[config.mk]
export PLATFORM = sky130hd
export DESIGN_NAME = pipeline_sequencer
export DESIGN_NICKNAME = d
export VERILOG_FILES = /design/src/rtl/pipe_ctrl_pkg.sv /design/src/rtl/mult_latency_counter.sv /design/src/rtl/pipeline_sequencer.sv
export SDC_FILE = /design/constraint.sdc
export NUM_CORES = 1
export LEC_CHECK = 0
export ABC_AREA = 1
export BUFFER_PORTS_ARGS = -buffer_cell sky130_fd_sc_hd__buf_2
export CAP_MARGIN = 20
export CORE_AREA = 2 2 58 101
export DETAILED_ROUTE_END_ITERATION = 16
export DIE_AREA = 0 0 60 103
export GPL_ROUTABILITY_DRIVEN = 1
export GPL_TIMING_DRIVEN = 1
export PLACE_DENSITY_LB_ADDON = 0.12
export RECOVER_POWER = 25
export SLEW_MARGIN = 20
export SYNTH_ARGS = -nofsm -noshare
export SYNTH_HDL_FRONTEND = slang
export SYNTH_SLANG_ARGS = --single-unit
[constraint.sdc]
create_clock -name CLK -period 2 [get_ports CLK]
set_input_delay 0.3 -clock CLK [delete_from_list [all_inputs] [get_ports CLK]]
set_output_delay 0.3 -clock CLK [all_outputs]
set_load 0.005 [all_outputs]
[src/rtl/pipe_ctrl_pkg.sv]
// pipe_ctrl_pkg: shared definitions for the 3-stage pipeline sequencer.
//   - FSM state encoding (2-bit; code 2'd3 is unused and recovers to RUN)
//   - NOP control-field constants loaded into Dec/Exe on a bubble
//   - multiplier latency counter width and default latency
package pipe_ctrl_pkg;

    typedef enum logic [1:0] {
        StRun   = 2'd0,
        StBrExe = 2'd1,
        StBrWb  = 2'd2
    } seq_state_e;

    // Control fields of the Dec/Exe buffer that a bubble must clear.
    typedef struct packed {
        logic has_wb;
        logic is_jump;
        logic is_mult;
    } dec_exe_ctrl_t;

    localparam dec_exe_ctrl_t NopCtrl = '{has_wb: 1'b0, is_jump: 1'b0, is_mult: 1'b0};

    localparam int unsigned McntW          = 4;
    localparam int unsigned DefaultMultLat = 2;

endpackage

[src/rtl/mult_latency_counter.sv]
// mult_latency_counter: tracks how long the multiplier result is still pending.
// Ports:
//   clk_i       clock
//   rst_i       synchronous active-high reset (clears the count)
//   load_i      multiplier launched this cycle; load load_val_i
//   load_val_i  latency in cycles
//   busy_o      result not yet valid (count nonzero)
module mult_latency_counter #(
    parameter int unsigned Width = 4
) (
    input  logic             clk_i,
    input  logic             rst_i,
    input  logic             load_i,
    input  logic [Width-1:0] load_val_i,
    output logic             busy_o
);

    logic [Width-1:0] cnt_q;
    logic [Width-1:0] cnt_d;

    always_comb begin
        cnt_d = cnt_q;
        if (load_i) begin
            cnt_d = load_val_i;
        end else if (cnt_q != '0) begin
            cnt_d = cnt_q - 1'b1;
        end
    end

    always_ff @(posedge clk_i) begin
        if (rst_i) begin
            cnt_q <= '0;
        end else begin
            cnt_q <= cnt_d;
        end
    end

    assign busy_o = (cnt_q != '0);

endmodule

[src/rtl/pipeline_sequencer.sv]
// pipeline_sequencer: central sequencing FSM for the Decode/Execute/Writeback
// 16-bit pipeline. Generates PC, Dec/Exe, Exe/WB and register-bank enables,
// stalls decode behind branches until they resolve in Writeback, interlocks
// Hi/Lo readers and new multiplies behind a busy multiplier, and counts stalls.
// Ports:
//   CLK, RST                 clock; synchronous active-high reset
//   dec_is_branch            Decode holds a jump/branch
//   dec_is_mult              Decode holds a multiply
//   dec_use_hilo             Decode reads Hi/Lo
//   wb_taken                 branch in Exe/WB resolved taken (used in BR_WB only)
//   pc_wr, pc_sel_jmp        PC write enable / select external target
//   dec_exe_wr               load Dec/Exe from decoder
//   dec_exe_bubble           load NOP into Dec/Exe
//   exe_wb_wr, reg_bank_wr   Exe/WB write enable / register-bank write permission
//   mult_start, mult_busy    launch pulse / multiplier result pending
//   stall_cnt                saturating count of cycles with pc_wr=0
module pipeline_sequencer
    import pipe_ctrl_pkg::*;
#(
    parameter int unsigned MULT_LAT = DefaultMultLat,
    parameter int unsigned STALL_W  = 16
) (
    input  logic               CLK,
    input  logic               RST,
    input  logic               dec_is_branch,
    input  logic               dec_is_mult,
    input  logic               dec_use_hilo,
    input  logic               wb_taken,
    output logic               pc_wr,
    output logic               pc_sel_jmp,
    output logic               dec_exe_wr,
    output logic               dec_exe_bubble,
    output logic               exe_wb_wr,
    output logic               reg_bank_wr,
    output logic               mult_start,
    output logic               mult_busy,
    output logic [STALL_W-1:0] stall_cnt
);

    seq_state_e         state_q;
    seq_state_e         state_d;
    logic [STALL_W-1:0] stall_q;
    logic [STALL_W-1:0] stall_d;
    logic               busy;
    logic               ilk;

    mult_latency_counter #(
        .Width(McntW)
    ) u_mcnt (
        .clk_i     (CLK),
        .rst_i     (RST),
        .load_i    (mult_start),
        .load_val_i(McntW'(MULT_LAT)),
        .busy_o    (busy)
    );

    // One multiplier: a new multiply or a Hi/Lo read must wait for the result.
    assign ilk = (dec_use_hilo | dec_is_mult) & busy;

    always_comb begin
        state_d        = state_q;
        pc_wr          = 1'b0;
        pc_sel_jmp     = 1'b0;
        dec_exe_wr     = 1'b0;
        dec_exe_bubble = 1'b0;
        exe_wb_wr      = 1'b0;
        reg_bank_wr    = 1'b0;
        mult_start     = 1'b0;

        case (state_q)
            StRun: begin
                exe_wb_wr   = 1'b1;
                reg_bank_wr = 1'b1;
                // Interlock wins over a branch; the branch waits in Decode.
                if (ilk) begin
                    dec_exe_bubble = 1'b1;
                end else begin
                    pc_wr      = 1'b1;
                    dec_exe_wr = 1'b1;
                    mult_start = dec_is_mult;
                    if (dec_is_branch) begin
                        state_d = StBrExe;
                    end
                end
            end
            StBrExe: begin
                // Decode holds a wrong-path fetch; squash it.
                dec_exe_bubble = 1'b1;
                exe_wb_wr      = 1'b1;
                reg_bank_wr    = 1'b1;
                state_d        = StBrWb;
            end
            StBrWb: begin
                pc_wr          = 1'b1;
                pc_sel_jmp     = wb_taken;
                dec_exe_bubble = 1'b1;
                exe_wb_wr      = 1'b1;
                reg_bank_wr    = 1'b1;
                state_d        = StRun;
            end
            default: begin
                state_d = StRun;
            end
        endcase

        if (RST) begin
            pc_wr          = 1'b0;
            pc_sel_jmp     = 1'b0;
            dec_exe_wr     = 1'b0;
            dec_exe_bubble = 1'b0;
            exe_wb_wr      = 1'b0;
            reg_bank_wr    = 1'b0;
            mult_start     = 1'b0;
        end
    end

    always_comb begin
        stall_d = stall_q;
        if (!pc_wr && (stall_q != '1)) begin
            stall_d = stall_q + STALL_W'(1);
        end
    end

    always_ff @(posedge CLK) begin
        if (RST) begin
            state_q <= StRun;
            stall_q <= '0;
        end else begin
            state_q <= state_d;
            stall_q <= stall_d;
        end
    end

    assign mult_busy = busy & ~RST;
    assign stall_cnt = RST ? '0 : stall_q;

endmodule

==> metrics.md <==
| Metric | Value |
|---|---|
| Post-Place Cells | `330` |
| Worst Max-Slew Pin Slew | `between 0.5 and 0.6 ns` |
| Site Rows | `36` |
| Data required, critical path | `~2.2 ns` |
| Endpoint of the worst register-to-register path | `stall_q[9]` |
| Critical Path AT | `1.92 ns` |
| Routed wl met2 | `2180 um` |
| Fin Setup TNS | `0 ns` |
| Latest clock arrival within the worst-skew pair | `0.26 ns` |
| DRC violation count after routing | `0` |
| Routability Congestion | `0.783` |
| Overall routing resource usage | `13.9%` |
| Detailed Route Iter0 Violations | `27` |
| Worst rel slew slack | `65.8%` |
| Critical path endpoint category | `flop` |
| Core Area | `0.00545 sq mm` |
| Largest driver fanout on the critical path | `15` |
| Clock-pin transition on the worst setup and hold timing paths | `approximately 0.080 ns` |
| Die Area | `a little over 0.006 sq mm` |
| Post-synth EDFFs | `0` |
| Total iterations of the first detailed-routing run | `3` |
| Combined area of all synthesized cells | `0.00158 sq mm` |
| Number of synthesis warnings | `0` |
| Fin crit share | `86.4%` |
| Unique cell type count in the Yosys netlist | `27` |
| Count of cells resized by post-cts repair | `0` |
| Chip Height | `a little over 100 um` |
| Setup-failing EPs final | `0` |
| Horizontal extent of the die | `approximately 60 um` |
| Number of hold buffers added after CTS | `0` |
| Fin crit period | `~1.7 ns` |
| Top flip-flop cell by instance count after synthesis | `sky130_fd_sc_hd__dfxtp_1` |
| Global-route wire length before repair | `about 6500 um` |
| Final-report hold violation count | `0` |
| Net count after synthesis | `244` |
| Top sig layer | `met4` |
| Cell count after synthesis | `232` |
| Total gr overflow | `0` |
| Total of buffers placed on input and output ports | `29` |
| Post-route met1 wirelength | `about 1500 um` |
| Sequential cell area fraction in the yosys report | `28.0%` |
| Number of standard cells in the layout, taps in and fillers out | `around 330` |
| Number of buffers added by the clock tree synthesis step | `3` |
| Final net count | `271` |
| Synthesized flop and latch total | `22` |
| Starting utilization of the core area | `28.9%` |
| CTS tree | `built` |
| Post-detailed-route via-to-cell ratio | `4.43` |
| Number of pins exceeding their max-slew limit in the final report | `0` |
| Total vias in the final route | `1480` |
| Max H-tree Level | `1` |
| Reg-to-reg critical path startpoint | `stall_q[0]` |
| Most frequent standard cell in the layout excluding fill and tap cells | `sky130_fd_sc_hd__nand2_1` |
| IO Pins | `30` |
| Startpoint type of the worst setup path | `flop` |
| Mapped Avg Cell Area | `6.79 sq um` |
| Antenna Diode Count | `0` |
| Overall power of the completed layout | `approximately 1700 uW` |
| Share of final-layout standard cells stronger than drive strength 1 | `25.2%` |
| # Post-CTS Setup Buffers | `0` |
| Clock Sinks | `22` |
| Worst-case vdd ir drop | `0.574 mV` |
| Max Clock Freq | `579 MHz` |
| DPL Wire Length | `2990 um` |
| Cell at the root of the clock tree | `sky130_fd_sc_hd__clkbuf_8` |
| Lkg Pwr | `slightly above 0.0007 uW` |
| Initial antenna violation count | `0` |
| Commonest cells after routing, fill and taps aside | `sky130_fd_sc_hd__nand2_1 (56), sky130_fd_sc_hd__nor2_1 (36), sky130_fd_sc_hd__inv_1 (24), sky130_fd_sc_hd__dfxtp_1 (22), sky130_fd_sc_hd__buf_2 (21)` |
| Vias in the first global route | `1441` |
| Number of cells on the worst reg-to-reg path | `8` |
| Number of routed nets with antenna violations | `0` |
| Worst Hold Endpoint | `u_mcnt.cnt_q[1]` |
| Hold Slack | `0.378 ns` |
| Synthesis-to-layout area growth | `15.6%` |
| Detail-routed net length per standard cell | `11.5 um` |
| Post-synth ARST share | `0%` |
| WS Path Type | `reg2reg` |
| Hold Crit Depth | `3` |
| Worst Hold Class | `in2reg` |
| Pin count of the biggest net entering global routing | `38` |
| Worst-case register-to-register setup slack | `0.27 ns` |
| Routed wire length | `roughly 3800 um` |
| Fraction of the core area covered by cells at the end of the flow | `~33%` |
| Max-capacitance violation count | `0` |
| RSZ-0062 raised after global routing | `no` |
| Clk_skew | `0.00200 ns` |
| Maximum root-to-sink buffer count | `2` |
| Crit path launch | `stall_q[0]` |
| Status | `finished clean` |
| Power density cells | `911 mW/mm^2` |
| Met3 layer wire length in the routed design | `106 um` |
| Worst Hold Launch | `dec_is_mult` |
-- cell families (layout without fill, tap and decap cells) --
kind of cell             count (synthesis)  in the layout  synth area share, %
AND/OR/NAND/NOR                        138            138                 42.5
buffers and inverters                   33             59                 9.77
adder cells (fa/ha/maj)                  6              6                 4.77
AO/OA/AOI/OAI                           26             26                 11.1
flip-flops                              22             22                 28.0
XOR/XNOR                                 7              7                 3.89
-- layout make-up --
type | instances | area [sq um]
fill | 634 | 3630
multi-input combinational | 177 | 978
sequential | 22 | 440
timing repair buffer | 30 | 158
tap | 76 | 95.1
inverter | 25 | 93.8
clock buffer | 4 | 55.1
-- report_power, final --
group	internal, uW	leakage, uW	switching (uW)
Clock	176	0.0000288	152
Sequential	507	0.000179	72.5
Combinational	260	0.000497	492
-- sequential cells by signal, indices dropped and copies added, names as in the netlist --
register	cells
u_mcnt.cnt_q	4
stall_q	16
state_q	2
-- cells in the mapped netlist, types with 2 or more instances --
cell type | count | area, sq um
sky130_fd_sc_hd__a21oi_1 | 9 | 45.0
sky130_fd_sc_hd__a21boi_0 | 2 | 15.0
sky130_fd_sc_hd__dfxtp_1 | 22 | 440
sky130_fd_sc_hd__nor2_4 | 3 | 33.8
sky130_fd_sc_hd__nor3_1 | 3 | 15.0
sky130_fd_sc_hd__nor2_2 | 3 | 18.8
sky130_fd_sc_hd__nand2_4 | 2 | 22.5
sky130_fd_sc_hd__nand3_1 | 11 | 55.1
sky130_fd_sc_hd__nor2_1 | 36 | 135
sky130_fd_sc_hd__buf_2 | 2 | 10.0
sky130_fd_sc_hd__clkbuf_1 | 3 | 11.3
sky130_fd_sc_hd__nand2_1 | 55 | 206
sky130_fd_sc_hd__xor2_1 | 7 | 61.3
sky130_fd_sc_hd__nand4_1 | 5 | 31.3
sky130_fd_sc_hd__o21ai_0 | 4 | 20.0
sky130_fd_sc_hd__inv_1 | 24 | 90.1
sky130_fd_sc_hd__nand3_4 | 2 | 35.0
sky130_fd_sc_hd__nand2_2 | 16 | 100
sky130_fd_sc_hd__ha_1 | 6 | 75.1
sky130_fd_sc_hd__a21oi_2 | 10 | 87.6
-- worst max-delay path: stages, from the launching register on --
cell                      delay [ns]
sky130_fd_sc_hd__dfxtp_1        0.37
sky130_fd_sc_hd__ha_1           0.28
sky130_fd_sc_hd__nand2_1        0.13
sky130_fd_sc_hd__nor2_4         0.07
sky130_fd_sc_hd__nand2_2        0.09
sky130_fd_sc_hd__nor2_4         0.05
sky130_fd_sc_hd__nor2_4         0.42
sky130_fd_sc_hd__nand2_1        0.11
sky130_fd_sc_hd__a21oi_1        0.14
-- worst max-delay path by stage --
stage	endpoint	slack [ns]
2_1_floorplan	stall_q[6]	0.51
3_3_place_gp	stall_q[11]	0.27
3_5_place_dp	stall_q[11]	0.27
4_1_cts	stall_q[9]	0.23
5_1_grt	stall_q[9]	0.09
6_report	stall_q[9]	0.27
-- per-layer routing --
metal,GRT usage (%),up-vias
li1,-,780
met1,13.5,674
met2,27.9,22
met3,1.76,4
met4,4.96,0
met5,0,-
-- through the flow --
step	setup WS, ns	cell area [sq um]
after global placement	0.267	1780
after global routing	0.0924	1820
after detailed placement	0.272	1780
final	0.273	1820
after floorplan	0.513	1580
after CTS	0.228	1830
Note: power is estimated with default switching activity, not from simulation.
